File: src/rtl/mcpu_prog_loader_if.sv
// Byte-stream, RAM write port and CPU boot control bundle for the MCPU program loader.
interface mcpu_prog_loader_if #(
  parameter int unsigned WORD_SIZE = 16,
  parameter int unsigned ADDR_SIZE = 8
) ();
  logic                 start;
  logic [7:0]           byte_in;
  logic                 byte_valid;
  logic                 byte_ready;
  logic                 mem_we;
  logic [ADDR_SIZE-1:0] mem_addr;
  logic [WORD_SIZE-1:0] mem_wdata;
  logic                 cpu_hold;
  logic                 done;
  logic                 err;

  modport master (
    output start, byte_in, byte_valid,
    input  byte_ready, mem_we, mem_addr, mem_wdata, cpu_hold, done, err
  );

  modport slave (
    input  start, byte_in, byte_valid,
    output byte_ready, mem_we, mem_addr, mem_wdata, cpu_hold, done, err
  );
endinterface

File: src/rtl/mcpu_prog_loader.sv
// Boot loader: assembles a LEN/words/CHK byte image into MCPU RAM and holds the CPU until done.
// Optional checksum stage enabled by defining MCPU_LOADER_CHKSUM_EN.
module mcpu_prog_loader #(
  parameter int unsigned WORD_SIZE = 16,
  parameter int unsigned ADDR_SIZE = 8,
  parameter int unsigned RAM_SIZE  = 256
) (
  input logic              clk,
  input logic              reset,
  mcpu_prog_loader_if.slave bus
);

  // Count must hold RAM_SIZE itself, since LEN=0 encodes a full RAM.
  localparam int unsigned CNT_W = $clog2(RAM_SIZE) + 1;

  typedef enum logic [2:0] {
    S_IDLE = 3'd0,
    S_LEN  = 3'd1,
    S_HI   = 3'd2,
    S_LO   = 3'd3,
    S_WR   = 3'd4,
    S_CHK  = 3'd5,
    S_DONE = 3'd6
  } state_e;

  state_e               state_q, state_d;
  logic [CNT_W-1:0]     cnt_q, cnt_d;
  logic [7:0]           hi_q, hi_d;
  logic [ADDR_SIZE-1:0] addr_q, addr_d;
  logic [WORD_SIZE-1:0] wdata_q, wdata_d;
  logic                 ready_q, ready_d;
  logic                 we_q, we_d;
  logic                 hold_q, hold_d;
  logic                 done_q, done_d;
`ifdef MCPU_LOADER_CHKSUM_EN
  logic [7:0]           chk_q, chk_d;
  logic                 err_q, err_d;
`endif
  logic                 xfer;

  assign xfer = bus.byte_valid & ready_q;

  // Next-state and next-output logic.
  always_comb begin
    state_d = state_q;
    cnt_d   = cnt_q;
    hi_d    = hi_q;
    addr_d  = addr_q;
    wdata_d = wdata_q;
    hold_d  = hold_q;
    done_d  = done_q;
`ifdef MCPU_LOADER_CHKSUM_EN
    chk_d   = chk_q;
    err_d   = err_q;
`endif
    case (state_q)
      S_IDLE, S_DONE: begin
        if (bus.start) begin
          state_d = S_LEN;
          hold_d  = 1'b1;
          done_d  = 1'b0;
          addr_d  = '0;
`ifdef MCPU_LOADER_CHKSUM_EN
          chk_d   = '0;
          err_d   = 1'b0;
`endif
        end
      end
      S_LEN: begin
        if (xfer) begin
          cnt_d   = (bus.byte_in == 8'd0) ? CNT_W'(RAM_SIZE) : CNT_W'(bus.byte_in);
          state_d = S_HI;
        end
      end
      S_HI: begin
        if (xfer) begin
          hi_d    = bus.byte_in;
`ifdef MCPU_LOADER_CHKSUM_EN
          chk_d   = chk_q ^ bus.byte_in;
`endif
          state_d = S_LO;
        end
      end
      S_LO: begin
        if (xfer) begin
          wdata_d = WORD_SIZE'({hi_q, bus.byte_in});
`ifdef MCPU_LOADER_CHKSUM_EN
          chk_d   = chk_q ^ bus.byte_in;
`endif
          state_d = S_WR;
        end
      end
      S_WR: begin
        // Address wraps naturally after a full-RAM image.
        addr_d = addr_q + ADDR_SIZE'(1);
        cnt_d  = cnt_q - CNT_W'(1);
        if (cnt_q == CNT_W'(1)) begin
`ifdef MCPU_LOADER_CHKSUM_EN
          state_d = S_CHK;
`else
          state_d = S_DONE;
          done_d  = 1'b1;
          hold_d  = 1'b0;
`endif
        end else begin
          state_d = S_HI;
        end
      end
`ifdef MCPU_LOADER_CHKSUM_EN
      S_CHK: begin
        if (xfer) begin
          state_d = S_DONE;
          if (bus.byte_in == chk_q) begin
            done_d = 1'b1;
            hold_d = 1'b0;
          end else begin
            err_d  = 1'b1;
          end
        end
      end
`endif
      default: state_d = S_IDLE;
    endcase
  end

  // Handshake and write strobe are registered from the state being entered.
  always_comb begin
    ready_d = (state_d == S_LEN) || (state_d == S_HI) ||
              (state_d == S_LO)  || (state_d == S_CHK);
    we_d    = (state_d == S_WR);
  end

  always_ff @(posedge clk or negedge reset) begin
    if (!reset) begin
      state_q <= S_IDLE;
      cnt_q   <= '0;
      hi_q    <= '0;
      addr_q  <= '0;
      wdata_q <= '0;
      ready_q <= 1'b0;
      we_q    <= 1'b0;
      hold_q  <= 1'b1;
      done_q  <= 1'b0;
`ifdef MCPU_LOADER_CHKSUM_EN
      chk_q   <= '0;
      err_q   <= 1'b0;
`endif
    end else begin
      state_q <= state_d;
      cnt_q   <= cnt_d;
      hi_q    <= hi_d;
      addr_q  <= addr_d;
      wdata_q <= wdata_d;
      ready_q <= ready_d;
      we_q    <= we_d;
      hold_q  <= hold_d;
      done_q  <= done_d;
`ifdef MCPU_LOADER_CHKSUM_EN
      chk_q   <= chk_d;
      err_q   <= err_d;
`endif
    end
  end

  assign bus.byte_ready = ready_q;
  assign bus.mem_we     = we_q;
  assign bus.mem_addr   = addr_q;
  assign bus.mem_wdata  = wdata_q;
  assign bus.cpu_hold   = hold_q;
  assign bus.done       = done_q;
`ifdef MCPU_LOADER_CHKSUM_EN
  assign bus.err        = err_q;
`else
  assign bus.err        = 1'b0;
`endif

endmodule
File: src/flat_wrapper.sv
// flat-port wrapper written by rule: the top's interface ports become plain ports
module mcpu_prog_loader_flat 
#(
  parameter int unsigned WORD_SIZE = 16,
  parameter int unsigned ADDR_SIZE = 8,
  parameter int unsigned RAM_SIZE  = 256
)
  (clk, reset, bus_start, bus_byte_in, bus_byte_valid, bus_byte_ready, bus_mem_we, bus_mem_addr, bus_mem_wdata, bus_cpu_hold, bus_done, bus_err);
  mcpu_prog_loader_if #(.WORD_SIZE(WORD_SIZE), .ADDR_SIZE(ADDR_SIZE)) bus_i ();
  input logic clk;
  input logic reset;
  input wire logic [$bits(bus_i.start)-1:0] bus_start;
  input wire logic [$bits(bus_i.byte_in)-1:0] bus_byte_in;
  input wire logic [$bits(bus_i.byte_valid)-1:0] bus_byte_valid;
  output wire logic [$bits(bus_i.byte_ready)-1:0] bus_byte_ready;
  output wire logic [$bits(bus_i.mem_we)-1:0] bus_mem_we;
  output wire logic [$bits(bus_i.mem_addr)-1:0] bus_mem_addr;
  output wire logic [$bits(bus_i.mem_wdata)-1:0] bus_mem_wdata;
  output wire logic [$bits(bus_i.cpu_hold)-1:0] bus_cpu_hold;
  output wire logic [$bits(bus_i.done)-1:0] bus_done;
  output wire logic [$bits(bus_i.err)-1:0] bus_err;
  assign bus_i.start = bus_start;
  assign bus_i.byte_in = bus_byte_in;
  assign bus_i.byte_valid = bus_byte_valid;
  assign bus_byte_ready = bus_i.byte_ready;
  assign bus_mem_we = bus_i.mem_we;
  assign bus_mem_addr = bus_i.mem_addr;
  assign bus_mem_wdata = bus_i.mem_wdata;
  assign bus_cpu_hold = bus_i.cpu_hold;
  assign bus_done = bus_i.done;
  assign bus_err = bus_i.err;
  mcpu_prog_loader #(.WORD_SIZE(WORD_SIZE), .ADDR_SIZE(ADDR_SIZE), .RAM_SIZE(RAM_SIZE)) u_core (.clk(clk), .reset(reset), .bus(bus_i));
endmodule
File: config.mk
export PLATFORM = sky130hd
export DESIGN_NAME = mcpu_prog_loader_flat
export DESIGN_NICKNAME = d
export VERILOG_FILES = /design/src/rtl/mcpu_prog_loader_if.sv /design/src/rtl/mcpu_prog_loader.sv /design/src/flat_wrapper.sv
export SDC_FILE = /design/constraint.sdc
export NUM_CORES = 1
export LEC_CHECK = 0
export BUFFER_PORTS_ARGS = -buffer_cell sky130_fd_sc_hd__buf_4
export CORE_MARGIN = 5
export CORE_UTILIZATION = 54
export DETAILED_ROUTE_END_ITERATION = 8
export PLACE_DENSITY = 0.74
export SLEW_MARGIN = 10
export SYNTH_ARGS = -nofsm -noshare
export SYNTH_HDL_FRONTEND = slang
export SYNTH_SLANG_ARGS = --single-unit
File: constraint.sdc
create_clock -name clk -period 2.6 [get_ports clk]
set_clock_uncertainty 0.05 [all_clocks]
set_input_delay 0.52 -clock clk [delete_from_list [all_inputs] [get_ports clk]]
set_output_delay 0.52 -clock clk [all_outputs]
set_load 0.05 [all_outputs]
==> results.json, run 1 <==
{
  "leakage_nw": 1.24,
  "die_height_um": 73.8,
  "hold_ws_ns": 0.161,
  "post-route-period-util_pct": 86.1,
  "routed-wl-met3_um": 193,
  "numCtsBuffers": 5,
  "muxShareOfSynthArea_pct": 13.7,
  "finalNetCount": 250,
  "cts.path.max_buffers": 2,
  "synth-seq-cells": 48,
  "synthMostInstantiatedCell": "dfrtp_1",
  "grt-ovfl-total": 0,
  "ys_types": 47,
  "synth_ff_type": "dfrtp_1",
  "gp_congestion": 0.829,
  "worst-path-max-fanout": 13,
  "synth_fa_ha_area_share_pct": 1.71,
  "peakVddDrop_v": 0.000689,
  "synth-compound-area-share_pct": 11.6,
  "synth_edf_count": 0,
  "synth_area_leader_cell": "dfrtp_1",
  "cts_resized": 0,
  "status": "finished, final reports clean",
  "syn_area_mm2": 0.00220,
  "synth_cells": 194,
  "initial_core_util_pct": 55.4,
  "yosys.area.top_type_share_pct": 53.5,
  "coreArea_mm2": 0.00397,
  "viasPerCell": 5.78,
  "grt_pass1_wl_um": 7670,
  "syn2layout_area_growth_pct": 20.8,
  "setup_viol": 0,
  "first_global_vias": 1689,
  "cts.htree.levels": 2,
  "layout-drive-gt1-share_pct": 33.5,
  "path_class": "register to register",
  "grt_usage_pct": 18.4,
  "ys_warn_count": 0,
  "cts_root_buf": "clkbuf_8",
  "drt_iter0_drc": 72,
  "critPathLaunchType": "register",
  "cts_tree": "yes",
  "routedWlPerCell_um": 15.7,
  "die_w_um": 73.8,
  "rsz0062_at_grt": "false",
  "synth_simple_gate_area_share_pct": 14.2,
  "crit_required_ns": 2.74,
  "port_buffers": 39,
  "yosys-top-cells-count": "47 x dfrtp_1, 24 x mux2_2, 18 x nand2_1",
  "wl_met2_um": 2210,
  "wl_met1_um": 2000,
  "final_area_mm2": 0.00266,
  "num_rows": 23,
  "synth_xor_xnor_area_share_pct": 0.797,
  "post-dp-hpwl_um": 3260,
  "antenna_left": 0,
  "synth_top_family_by_area": "simple AND/OR/NAND/NOR gates",
  "synth_fp_nets": 209,
  "hold_viol_final": 0,
  "critPathMaxStageDelay_ns": 0.58,
  "die_area_mm2": 0.00545,
  "dp_cells": 278,
  "finalSetupTns_ns": 0,
  "final-instance-count-excl-fill": 286,
  "wirelength_um": 4500,
  "async_flop_share_pct": 100,
  "arrival_ns": 2.38,
  "diodes": 0,
  "dpl-instance-area_mm2": 0.00255,
  "hold_class": "input port to async pin",
  "end_kind": "register",
  "clk_pin_slew_ns": 0.08,
  "vias": 1652,
  "tightest_slew_ns": 0.588,
  "finalPower_mw": 3.57,
  "dr.pass1.iters": 4,
  "numClockSinks": 48,
  "antenna_found_initial": 0,
  "cp_slowest_cell": "dfrtp_1",
  "pin_count": 41,
  "routed.top_layer": "met4",
  "max_freq_mhz": 447,
  "postSynthAreaPerCell_um2": 11.3,
  "ys_seq_area_share_pct": 54.7,
  "postCtsSetupBuffers": 0,
  "grt_max_degree": 49,
  "slew_headroom_pct": 60.8,
  "clock_latency_ns": 0.30,
  "ys_top_cells_by_area": "dfrtp_1 54%, mux2_2 12%, nand2_1 3.1%",
  "path_cells": "or3b_1 -> or4_1 -> o311a_1 -> a211o_1",
  "max-cap-violations": 0,
  "ctsHoldBuffers": 0,
  "period_needed_ns": 2.24,
  "p_per_area_mw_per_mm2": 1340,
  "drc": 0,
  "drv_slew": 0
}
sequential cells by signal, summed over array words and instances, names as in the netlist:
register,flops
u_core.bus.mem_addr,8
u_core.state_q,3
u_core.hi_q,8
u_core.bus.done,1
u_core.bus.mem_we,1
u_core.cnt_q,9
u_core.bus.cpu_hold,1
u_core.bus.mem_wdata,16
u_core.bus.byte_ready,1
through the flow:
| stage | util [%] | worst slack, ns |
|---|---|---|
| CTS | 66.9 | 0.382 |
| global placement | 64.1 | 0.459 |
| detailed placement | 64.1 | 0.390 |
| finish | 66.9 | 0.362 |
| global route | 66.9 | 0.222 |
| floorplan | - | 0.481 |
per-layer routing:
layer  vias up  global-route usage, %
li1        788                      -
met1       811                   23.1
met5         -                      0
met4         0                   8.25
met2        42                   30.1
met3        11                   4.24
logic make-up after synthesis:
logic type                 count (synthesis)
AOI/OAI and AO/OA                         38
xor gates and xnor gates                   2
muxes                                     27
DFF                                       48
and+or+nand+nor                           58
other                                      1
buffers and inverters                     17
adders and majority gates                  3
report_power, final:
group / switching [mW] / leakage [nW] / internal [mW] / total, mW
Sequential: 0.303 / 0.587 / 1.07 / 1.38
Combinational: 1.02 / 0.594 / 0.644 / 1.67
Clock: 0.240 / 0.0552 / 0.285 / 0.526
final timing paths:
path,from,end,slack [ns],cells past startpoint
max,u_core.state_q[2]$_DFF_PN0_,u_core.cnt_q[5]$_DFFE_PN0P_,0.36,4
min,reset,u_core.bus.mem_addr[7]$_DFFE_PN0P_,0.16,1
max reg2reg,u_core.state_q[2]$_DFF_PN0_,u_core.cnt_q[5]$_DFFE_PN0P_,0.36,4
min reg2reg,u_core.bus.cpu_hold$_DFFE_PN1P_,u_core.bus.cpu_hold$_DFFE_PN1P_,0.43,2
max in group asynchronous,reset,u_core.cnt_q[5]$_DFFE_PN0P_,1.93,1
min in group clk,bus_byte_in[6],u_core.cnt_q[6]$_DFFE_PN0P_,0.42,3
critical path: cells and delay by family (launching register included):
| kind | cells | cell delay [ns] |
|---|---|---|
| AOI/OAI and AO/OA | 2 | 0.58 |
| DFF | 1 | 0.58 |
| and+or+nand+nor | 2 | 0.91 |
cell type report:
cell class / instances / area (um^2)
timing repair buffer: 44 / 330
sequential: 48 / 1200
inverter: 7 / 26.3
tap: 50 / 62.6
clock buffer: 6 / 72.6
clock inverter: 2 / 35.0
fill: 324 / 1320
multi-input combinational: 129 / 926
cells in the final DEF, fill, tap and decap left out, types with 2 or more instances in the layout:
cell and n:
dfrtp_1 47, clkbuf_8 5, a31oi_1 2, nand3_1 11
nor3_1 2, or4_1 2, o211ai_1 3, o21a_1 3
mux2_2 24, buf_4 44, ha_1 3, o22ai_1 3
nor4_1 5, a21oi_1 8, nand2_1 18, nor3b_1 2
o31ai_1 2, mux2i_1 3, nor2_1 6, o21ai_0 7
inv_1 7, xnor2_1 2
Note: power is estimated with default switching activity, not from simulation.
==> run 2, diff against run 1 <==
Settings changed: BUFFER_PORTS_ARGS -buffer_cell sky130_fd_sc_hd__buf_4 to not set, CORE_UTILIZATION 54 to 62, DONT_BUFFER_PORTS set to 1.
==> results.json, run 2 (synthesis gave the netlist of run 1 again) <==
{
  "die_height_um": 69.5,
  "fillers": 269,
  "mostFrequentLayoutCells": "47 x dfrtp_1, 24 x mux2_2, 18 x nand2_1",
  "setup_viol": 0,
  "routedWlPerCell_um": 18.0,
  "clk_pin_slew_ns": 0.14,
  "period_needed_ns": 2.23,
  "diodes": 0,
  "reg2reg_slack_ns": 0.37,
  "slew_headroom_pct": 36.7,
  "die_area_mm2": 0.00484,
  "status": "finished, final reports clean",
  "dr.pass1.iters": 4,
  "worst-path-max-fanout": 13,
  "syn2layout_area_growth_pct": 7.23,
  "critPathLaunchType": "register",
  "drv_slew": 0,
  "multi_input_area_um2": 926,
  "coreArea_mm2": 0.00339,
  "viasPerCell": 6.33,
  "cts.path.max_buffers": 2,
  "largest_reg_flops": 16,
  "wirelength_um": 4440,
  "critPathMaxStageDelay_ns": 0.58,
  "vias": 1557,
  "end_kind": "register",
  "clock_latency_ns": 0.35,
  "die_w_um": 69.5,
  "drc": 0,
  "numCtsBuffers": 5,
  "grt_pass1_wl_um": 7620,
  "postCtsSetupBuffers": 0,
  "grt-ovfl-total": 0,
  "grt_max_degree": 49,
  "cts_tree": "yes",
  "regArea_mm2": 0.00120,
  "hold_class": "input port to register",
  "cts_root_buf": "clkbuf_4",
  "peakVddDrop_v": 0.000793,
  "finalNetCount": 214,
  "cpLargestDelayFamily": "simple AND/OR/NAND/NOR gates",
  "port_buffers": 0,
  "path_cells": "or3b_1 -> or4_1 -> o311a_1 -> a211o_1",
  "post-dp-hpwl_um": 3200,
  "path_buf_inv": 0,
  "antenna_left": 0,
  "hold_viol_final": 0,
  "first_global_vias": 1574,
  "tightest_slew_ns": 0.942,
  "gp_congestion": 0.971,
  "antenna_found_initial": 0,
  "hold_ws_ns": 0.242,
  "cp_slowest_cell": "dfrtp_1",
  "cts.htree.levels": 2,
  "grt_usage_pct": 19.3,
  "p_per_area_mw_per_mm2": 1340,
  "initial_core_util_pct": 64.9,
  "crit_required_ns": 2.81,
  "pin_count": 41,
  "post-route-period-util_pct": 85.8,
  "max_freq_mhz": 448,
  "drt_iter0_drc": 97,
  "final_common_cell": "dfrtp_1",
  "leakage_nw": 1.04,
  "layout-drive-gt1-share_pct": 21.0,
  "path_class": "register to register",
  "num_rows": 21,
  "finalSetupTns_ns": 0,
  "arrival_ns": 2.44,
  "max-cap-violations": 0,
  "numClockSinks": 48,
  "rsz0062_at_grt": "false"
}
[run 2: changes by cell type in the layout (fill, tap and decap cells not counted), sizes merged]
cell / before / now
clkinvlp: 0 / 1
bufinv: 1 / 0
buf: 44 / 7
clkinv: 1 / 0
dlygate4sd3: 0 / 1
clkbuf: 6 / 7
[run 2: worst reg2reg max path, stage by stage, from the launching register on]
cell and delay, ns:
dfrtp_1 0.58, or3b_1 0.41, or4_1 0.51, o311a_1 0.32, a211o_1 0.27
[run 2: path summary, 6_finish.rpt]
path | start | end | depth (start not counted)
setup / recovery | u_core.state_q[2]$_DFF_PN0_ | u_core.cnt_q[5]$_DFFE_PN0P_ | 4
hold / removal | bus_byte_in[6] | u_core.cnt_q[6]$_DFFE_PN0P_ | 2
setup reg to reg | u_core.state_q[2]$_DFF_PN0_ | u_core.cnt_q[5]$_DFFE_PN0P_ | 4
hold reg to reg | u_core.hi_q[6]$_DFFE_PN0P_ | u_core.hi_q[6]$_DFFE_PN0P_ | 1
max in group asynchronous | reset | u_core.bus.cpu_hold$_DFFE_PN1P_ | 2
min in group asynchronous | reset | u_core.bus.mem_addr[7]$_DFFE_PN0P_ | 2
[run 2: stage by stage]
| stage | utilization (%) | cell area, um^2 | setup slack [ns] | cells | power [mW] |
|---|---|---|---|---|---|
| floorplan | - | 2200 | 0.481 | 194 | 2.55 |
| global placement | 66.6 | 2260 | 0.457 | 236 | 2.71 |
| detailed placement | 66.6 | 2260 | 0.396 | 236 | 2.80 |
| CTS | 69.5 | 2360 | 0.372 | 246 | 3.17 |
| global route | 69.5 | 2360 | 0.262 | 246 | 3.35 |
| finish | 69.5 | 2360 | 0.369 | 246 | 3.15 |
[run 2: where the power goes]
group	switching, mW	internal (mW)	total, mW	leakage, nW
clock	0.228	0.133	0.361	0.0315
combinational	0.448	0.446	0.893	0.423
sequential	0.839	1.06	1.90	0.587
[run 2: routing by layer]
layer	global-route usage [%]	vias up	wire (um)
met5	0	-	0
met4	7.38	0	46
met3	5.80	5	330
met2	31.0	57	2240
met1	24.6	780	1820
li1	-	715	-
[run 2: layout make-up]
class / instances / share of cell area (%)
Sequential cell: 48 / 51.0
Inverter: 7 / 1.11
Clock buffer: 7 / 2.34
Multi-Input combinational cell: 129 / 39.3
Clock inverter: 1 / 0.318
Tap cell: 46 / 2.44
Timing Repair Buffer: 8 / 3.50
[run 2: repair_timing]
action	4_1_cts	5_1_grt
endpoints found under the hold margin	48	0
gates resized for setup	0	0
hold buffers	2	0
